[config.mk]
export PLATFORM = sky130hd
export DESIGN_NAME = instr_fifo_bridge_flat
export DESIGN_NICKNAME = d
export VERILOG_FILES = /design/src/rtl/instr_fifo_pkg.sv /design/src/rtl/instr_fifo_bridge_if.sv /design/src/rtl/sync_fifo_mem.sv /design/src/rtl/instr_fifo_bridge.sv /design/src/flat_wrapper.sv
export SDC_FILE = /design/constraint.sdc
export NUM_CORES = 1
export LEC_CHECK = 0
export BUFFER_PORTS_ARGS = -buffer_cell sky130_fd_sc_hd__buf_2
export CELL_PAD_IN_SITES_DETAIL_PLACEMENT = 1
export CELL_PAD_IN_SITES_GLOBAL_PLACEMENT = 1
export CORE_MARGIN = 2
export CORE_UTILIZATION = 55
export DETAILED_ROUTE_END_ITERATION = 16
export GPL_TIMING_DRIVEN = 0
export HOLD_SLACK_MARGIN = 0.08
export MAX_ROUTING_LAYER = met4
export PLACE_DENSITY = 0.75
export SYNTH_ARGS = -nofsm -noshare
export SYNTH_HDL_FRONTEND = slang
export SYNTH_HIERARCHICAL = 1
export SYNTH_SLANG_ARGS = --single-unit
export TNS_END_PERCENT = 1
[constraint.sdc]
create_clock -name clk_clk -period 12.21 [get_ports clk_clk]
set_input_delay 1.221 -clock clk_clk [delete_from_list [all_inputs] [get_ports clk_clk]]
set_output_delay 1.221 -clock clk_clk [all_outputs]
set_load 0.05 [all_outputs]
[src/rtl/instr_fifo_pkg.sv]
// Shared types and defaults for the PIO instruction FIFO bridge.
package instr_fifo_pkg;

    localparam int DEFAULT_DEPTH      = 16;
    localparam int DEFAULT_ALMOST_LVL = 14;

    // payload lands in bits [63:32], word_a in bits [31:0]
    typedef struct packed {
        logic [31:0] payload;
        logic [31:0] word_a;
    } instr_t;

    typedef enum logic {
        ST_IDLE = 1'b0,
        ST_HELD = 1'b1
    } strobe_state_e;

endpackage

[src/rtl/instr_fifo_bridge_if.sv]
// Software-facing write side and graphics-facing valid/ready side of the bridge.
interface instr_fifo_bridge_if #(
    parameter int AW = 4
);
    import instr_fifo_pkg::*;

    logic [31:0] data_a;
    logic [31:0] data_b;
    logic        wrreg;
    logic        wrfull;
    logic        almost_full;
    logic        overflow;
    logic        ovf_clr;
    instr_t      instr_data;
    logic        instr_valid;
    logic        instr_ready;
    logic [AW:0] level;

    modport master (
        output data_a, data_b, wrreg, ovf_clr, instr_ready,
        input  wrfull, almost_full, overflow, instr_data, instr_valid, level
    );

    modport slave (
        input  data_a, data_b, wrreg, ovf_clr, instr_ready,
        output wrfull, almost_full, overflow, instr_data, instr_valid, level
    );

endinterface

[src/rtl/sync_fifo_mem.sv]
// DEPTH x 64 register array: synchronous write, asynchronous read, contents never reset.
module sync_fifo_mem
    import instr_fifo_pkg::*;
#(
    parameter int DEPTH = DEFAULT_DEPTH,
    parameter int AW    = $clog2(DEPTH)
) (
    input  logic          clk,
    input  logic          we,
    input  logic [AW-1:0] waddr,
    input  instr_t        wdata,
    input  logic [AW-1:0] raddr,
    output instr_t        rdata
);

    instr_t mem [DEPTH];

    always_ff @(posedge clk) begin
        if (we) begin
            mem[waddr] <= wdata;
        end
    end

    assign rdata = mem[raddr];

endmodule

[src/rtl/instr_fifo_bridge.sv]
// Captures software instructions on a wrreg rising edge into a FIFO and hands them out via valid/ready.
// Optional statistics counters are built when INSTR_FIFO_STATS_EN is defined.
module instr_fifo_bridge
    import instr_fifo_pkg::*;
#(
    parameter int DEPTH      = DEFAULT_DEPTH,
    parameter int AW         = $clog2(DEPTH),
    parameter int ALMOST_LVL = DEFAULT_ALMOST_LVL
) (
    input  logic                clk_clk,
    input  logic                reset_reset_n,
    instr_fifo_bridge_if.slave  bus
`ifdef INSTR_FIFO_STATS_EN
    ,
    output logic [31:0]         stat_accepted,
    output logic [15:0]         stat_dropped
`endif
);

    localparam logic [AW:0] FULL_LVL   = (AW+1)'(DEPTH);
    localparam logic [AW:0] ALMOST_CNT = (AW+1)'(ALMOST_LVL);

    strobe_state_e strobe_q, strobe_d;
    logic [AW-1:0] wr_ptr_q, wr_ptr_d;
    logic [AW-1:0] rd_ptr_q, rd_ptr_d;
    logic [AW:0]   count_q, count_d;
    logic          overflow_q, overflow_d;
    logic          push_req, push, pop;
    instr_t        wr_entry;

    // HELD means wrreg was high last cycle, so only the 0->1 transition requests a push
    always_comb begin
        strobe_d = strobe_q;
        push_req = 1'b0;
        unique case (strobe_q)
            ST_IDLE: begin
                if (bus.wrreg) begin
                    strobe_d = ST_HELD;
                    push_req = 1'b1;
                end
            end
            ST_HELD: begin
                if (!bus.wrreg) begin
                    strobe_d = ST_IDLE;
                end
            end
            default: strobe_d = ST_IDLE;
        endcase
    end

    // A full FIFO still accepts a push when the head leaves in the same cycle
    always_comb begin
        pop        = (count_q != '0) & bus.instr_ready;
        push       = push_req & ((count_q < FULL_LVL) | pop);
        wr_ptr_d   = push ? wr_ptr_q + 1'b1 : wr_ptr_q;
        rd_ptr_d   = pop  ? rd_ptr_q + 1'b1 : rd_ptr_q;
        count_d    = count_q;
        if (push && !pop) begin
            count_d = count_q + 1'b1;
        end else if (pop && !push) begin
            count_d = count_q - 1'b1;
        end
        overflow_d = overflow_q;
        if (push_req && !push) begin
            overflow_d = 1'b1;
        end else if (bus.ovf_clr) begin
            overflow_d = 1'b0;
        end
    end

    always_ff @(posedge clk_clk or negedge reset_reset_n) begin
        if (!reset_reset_n) begin
            strobe_q   <= ST_IDLE;
            wr_ptr_q   <= '0;
            rd_ptr_q   <= '0;
            count_q    <= '0;
            overflow_q <= 1'b0;
        end else begin
            strobe_q   <= strobe_d;
            wr_ptr_q   <= wr_ptr_d;
            rd_ptr_q   <= rd_ptr_d;
            count_q    <= count_d;
            overflow_q <= overflow_d;
        end
    end

    assign wr_entry = '{payload: bus.data_b, word_a: bus.data_a};

    sync_fifo_mem #(
        .DEPTH (DEPTH),
        .AW    (AW)
    ) u_mem (
        .clk   (clk_clk),
        .we    (push),
        .waddr (wr_ptr_q),
        .wdata (wr_entry),
        .raddr (rd_ptr_q),
        .rdata (bus.instr_data)
    );

    assign bus.instr_valid = (count_q != '0);
    assign bus.wrfull      = (count_q == FULL_LVL);
    assign bus.almost_full = (count_q >= ALMOST_CNT);
    assign bus.overflow    = overflow_q;
    assign bus.level       = count_q;

`ifdef INSTR_FIFO_STATS_EN
    logic [31:0] stat_accepted_q, stat_accepted_d;
    logic [15:0] stat_dropped_q, stat_dropped_d;

    always_comb begin
        stat_accepted_d = push ? stat_accepted_q + 1'b1 : stat_accepted_q;
        stat_dropped_d  = (push_req && !push) ? stat_dropped_q + 1'b1 : stat_dropped_q;
    end

    always_ff @(posedge clk_clk or negedge reset_reset_n) begin
        if (!reset_reset_n) begin
            stat_accepted_q <= '0;
            stat_dropped_q  <= '0;
        end else begin
            stat_accepted_q <= stat_accepted_d;
            stat_dropped_q  <= stat_dropped_d;
        end
    end

    assign stat_accepted = stat_accepted_q;
    assign stat_dropped  = stat_dropped_q;
`endif

endmodule

[src/flat_wrapper.sv]
// flat-port wrapper written by rule: the top's interface ports become plain ports
module instr_fifo_bridge_flat import instr_fifo_pkg::*;
#(
    parameter int DEPTH      = DEFAULT_DEPTH,
    parameter int AW         = $clog2(DEPTH),
    parameter int ALMOST_LVL = DEFAULT_ALMOST_LVL
)
  (clk_clk, reset_reset_n, bus_data_a, bus_data_b, bus_wrreg, bus_ovf_clr, bus_instr_ready, bus_wrfull, bus_almost_full, bus_overflow, bus_instr_data, bus_instr_valid, bus_level);
  instr_fifo_bridge_if #(.AW(AW)) bus_i ();
  input  logic clk_clk;
  input  logic reset_reset_n;
  input wire logic [$bits(bus_i.data_a)-1:0] bus_data_a;
  input wire logic [$bits(bus_i.data_b)-1:0] bus_data_b;
  input wire logic [$bits(bus_i.wrreg)-1:0] bus_wrreg;
  input wire logic [$bits(bus_i.ovf_clr)-1:0] bus_ovf_clr;
  input wire logic [$bits(bus_i.instr_ready)-1:0] bus_instr_ready;
  output wire logic [$bits(bus_i.wrfull)-1:0] bus_wrfull;
  output wire logic [$bits(bus_i.almost_full)-1:0] bus_almost_full;
  output wire logic [$bits(bus_i.overflow)-1:0] bus_overflow;
  output wire logic [$bits(bus_i.instr_data)-1:0] bus_instr_data;
  output wire logic [$bits(bus_i.instr_valid)-1:0] bus_instr_valid;
  output wire logic [$bits(bus_i.level)-1:0] bus_level;
  assign bus_i.data_a = bus_data_a;
  assign bus_i.data_b = bus_data_b;
  assign bus_i.wrreg = bus_wrreg;
  assign bus_i.ovf_clr = bus_ovf_clr;
  assign bus_i.instr_ready = bus_instr_ready;
  assign bus_wrfull = bus_i.wrfull;
  assign bus_almost_full = bus_i.almost_full;
  assign bus_overflow = bus_i.overflow;
  assign bus_instr_data = bus_i.instr_data;
  assign bus_instr_valid = bus_i.instr_valid;
  assign bus_level = bus_i.level;
  instr_fifo_bridge #(.DEPTH(DEPTH), .AW(AW), .ALMOST_LVL(ALMOST_LVL)) u_core (.clk_clk(clk_clk), .reset_reset_n(reset_reset_n), .bus(bus_i));
endmodule
==> impl_metrics.env <==
export IMPL_dieArea_um2=73300
export IMPL_path_max_fanout=11
export IMPL_p_int_uw=7280
export IMPL_nets=2050
export IMPL_syn_nets=1735
export IMPL_ys_types=37
export IMPL_post_route_drc_count=0
export IMPL_yosysSeqAreaShare=0.795
export IMPL_rr_worst_depth=8
export IMPL_endpoint_kind="primary output"
export IMPL_start_util=0.557
export IMPL_maxCapViolCount=0
export IMPL_h_tree_depth=3
export IMPL_dieWidth_um=271
export IMPL_synth_common_cells="edfxtp_1, mux4_2, a22oi_1"
export IMPL_synthFlopType="edfxtp_1"
export IMPL_ant_nets=0
export IMPL_clock_fmax_mhz=206
export IMPL_die_height_um=271
export IMPL_rrSetupSlack_ns=8.57
export IMPL_grt_overflow_total=0
export IMPL_syn2layout_area_growth_pct=16.8
export IMPL_yosys_area_top_type="edfxtp_1"
export IMPL_ctsLongestPathBuffers=3
export IMPL_grt_pass1_wl_um=146000
export IMPL_fin_cells=3013
export IMPL_hold_ws_ns=0.478
export IMPL_finalHoldViolCount=0
export IMPL_wirelength_um=98800
export IMPL_routedWlPerCell_um=32.8
export IMPL_p_per_area_nw_per_um2=245
export IMPL_antenna_found_initial=8
export IMPL_viasPerCell=6.43
export IMPL_worst_path_max_delay_cell="clkbuf_1"
export IMPL_track_usage=0.287
export IMPL_path_cells="nor2b_1 > clkbuf_1 > clkbuf_1 > a22oi_1 > nand2_1 > buf_2"
export IMPL_multi_input_area_um2=7660
export IMPL_dr_total_vias=19400
export IMPL_worstSetupPathType="reg2out"
export IMPL_synth_edf_count=1024
export IMPL_synth_top_cell_area_share=0.786
export IMPL_cts_repair_resized=0
export IMPL_regToRegStartpoint="u_core/bus.level[4]"
export IMPL_run_status="finished clean"
export IMPL_finalCritPeriodShare=0.398
export IMPL_critPathLaunch="u_core/rd_ptr_q[3]"
export IMPL_syn_area_per_cell_um2=23.6
export IMPL_drt_iter0_drc=2019
export IMPL_clk_pin_slew_worst_paths_ns=0.06
export IMPL_ys_warn_count=6
export IMPL_cts_setup_buffers=0
export IMPL_dp_hpwl_um=61400
export IMPL_r2r_end="u_core/u_mem/mem[0][35]"
export IMPL_worst_pin_slew_ns=1.19
export IMPL_worstPathArrival_ns=3.64
export IMPL_critPathCapture="bus_instr_data[4]"
export IMPL_regArea_um2=31100
export IMPL_numPortBuffers=141
export IMPL_cts_root_buffer="clkbuf_16"
export IMPL_grt_max_degree=25
export IMPL_io_pins=142
export IMPL_seq_power_share=0.374
export IMPL_crit_required_ns=10.99
export IMPL_numCtsBuffers=103
export IMPL_finalMaxSlewViolations=0
export IMPL_tritoncts="yes"
export IMPL_power_uw=11200
export IMPL_gp_congestion=0.734
export IMPL_ys_seq_elements=1039
export IMPL_clk_latency_ns=0.66
export IMPL_async_flop_share=0.0144
export IMPL_switchingPower_uw=3930
export IMPL_clock_sinks=1039
export IMPL_clockPowerShare=0.287
export IMPL_cpMostUsedCell="clkbuf_1"
export IMPL_fin_crit_ns=4.86
export IMPL_rsz0062_at_grt="no"
export IMPL_dp_cells=2809
export IMPL_yosys_top_cells_area="edfxtp_1, mux4_2, a22oi_1, dfrtp_1, nand2_1"
export IMPL_core_area_um2=70300
export IMPL_leakage_uw=0.0147
export IMPL_maxSlewHeadroom=0.202
export IMPL_num_fill_cells=5504
export IMPL_worst_clock_skew_ns=0.0148
export IMPL_p_sw_frac=0.351
export IMPL_syn_area_um2=39100
export IMPL_setup_viol=0
export IMPL_cts_hold_buf=0
export IMPL_drive_gt1_frac=0.325
export IMPL_combPwrFrac=0.339
export IMPL_grt_pass1_vias=21100
export IMPL_hp_class="in2async"
export IMPL_synthCells=1659
export IMPL_drt_pass1_iterations=5
export IMPL_slowest_delay_ns=0.88
export IMPL_rows=97
export IMPL_cp_start_kind="flop"
export IMPL_vdd_drop_max_mv=0.234
export IMPL_yosys_cell_count_top_type="edfxtp_1"
[through the flow]
step           utilization  cell area [um^2]  TNS [ns]  setup slack (ns)
2_1_floorplan            -             39100         0              5.16
3_3_place_gp         0.584             41000    -55.73            -0.413
3_5_place_dp         0.602             42300         0              7.89
4_1_cts              0.650             45700         0              7.29
5_1_grt              0.651             45700         0              7.22
6_report             0.651             45700         0              7.35
[flip-flops by register name, indices dropped and copies added, names as in the netlist]
name	flops
u_core/strobe_q	1
u_core/bus.level	5
u_core/rd_ptr_q	4
u_core/wr_ptr_q	4
u_core/bus.overflow	1
u_core/u_mem/mem	1024
[power by group through the flow]
stage | registers [uW] | clock network (uW) | logic (uW)
2_1_floorplan | 4280 | 0 | 2610
3_3_place_gp | 4280 | 0 | 3640
3_5_place_dp | 4260 | 0 | 3800
4_1_cts | 4190 | 3260 | 3840
5_1_grt | 4200 | 3370 | 3990
6_report | 4190 | 3210 | 3800
[worst min path at each step]
stage | from | to | slack [ns]
after floorplan | u_core/rd_ptr_q[0] | u_core/rd_ptr_q[0] | 0.48
after global placement | u_core/bus.overflow | u_core/bus.overflow | 0.51
after detailed placement | u_core/rd_ptr_q[0] | u_core/rd_ptr_q[0] | 0.52
after CTS | reset_reset_n | u_core/bus.overflow | 0.46
after global routing | reset_reset_n | u_core/bus.overflow | 0.48
final | reset_reset_n | u_core/bus.overflow | 0.48
[critical path, delay by kind of cell (launching register included)]
family                 cells  cell delay [ns]
AO/OA/AOI/OAI              1             0.26
buffers and inverters      3             1.80
AND/OR/NAND/NOR            2             0.42
flip-flops                 1             0.48
[layout make-up]
type | instances | share of cell area
sequential | 1039 | 0.681
multi-input combinational | 531 | 0.168
clock buffer | 126 | 0.0592
timing repair buffer | 210 | 0.0405
tap | 940 | 0.0257
clock inverter | 68 | 0.0156
buffer | 85 | 0.00996
antenna | 10 | 0.000547
inverter | 4 | 0.000328
[cell usage in the layout (no fill, tap or decap), drive strengths merged, types with 3 or more instances in the layout]
cell type	count
edfxtp	1024
buf	259
mux4	256
clkbuf	162
a22oi	128
nand2	68
clkinv	47
dfrtp	15
nor2	15
bufinv	14
diode	10
inv	7
nand3	6
ha	6
nor3	6
xnor2	5
clkinvlp	4
nand2b	4
a21oi	4
o21ai	4
nor2b	3
nor3b	3
xor2	3
nand3b	3
o211ai	3
or4	3
mux2	3
[per-layer routing]
layer  routed length [um]  global-route usage
met1                37400               0.370
met2                51700               0.473
met3                 6700              0.0482
met4                 2900              0.0885
met5                    0                   -
[logic make-up (layout without fill, tap and decap cells)]
family | count (synthesis) | count (layout) | synth area share
xor+xnor | 8 | 8 | 0.00179
mux | 260 | 260 | 0.149
simple gates | 115 | 115 | 0.0132
buf+inv | 89 | 493 | 0.0120
fa+ha+maj | 7 | 7 | 0.00243
flops | 1039 | 1039 | 0.795
other cells | 0 | 10 | 0
compound gates | 141 | 141 | 0.0269
No activity file was read; power rests on OpenSTA's default activity.
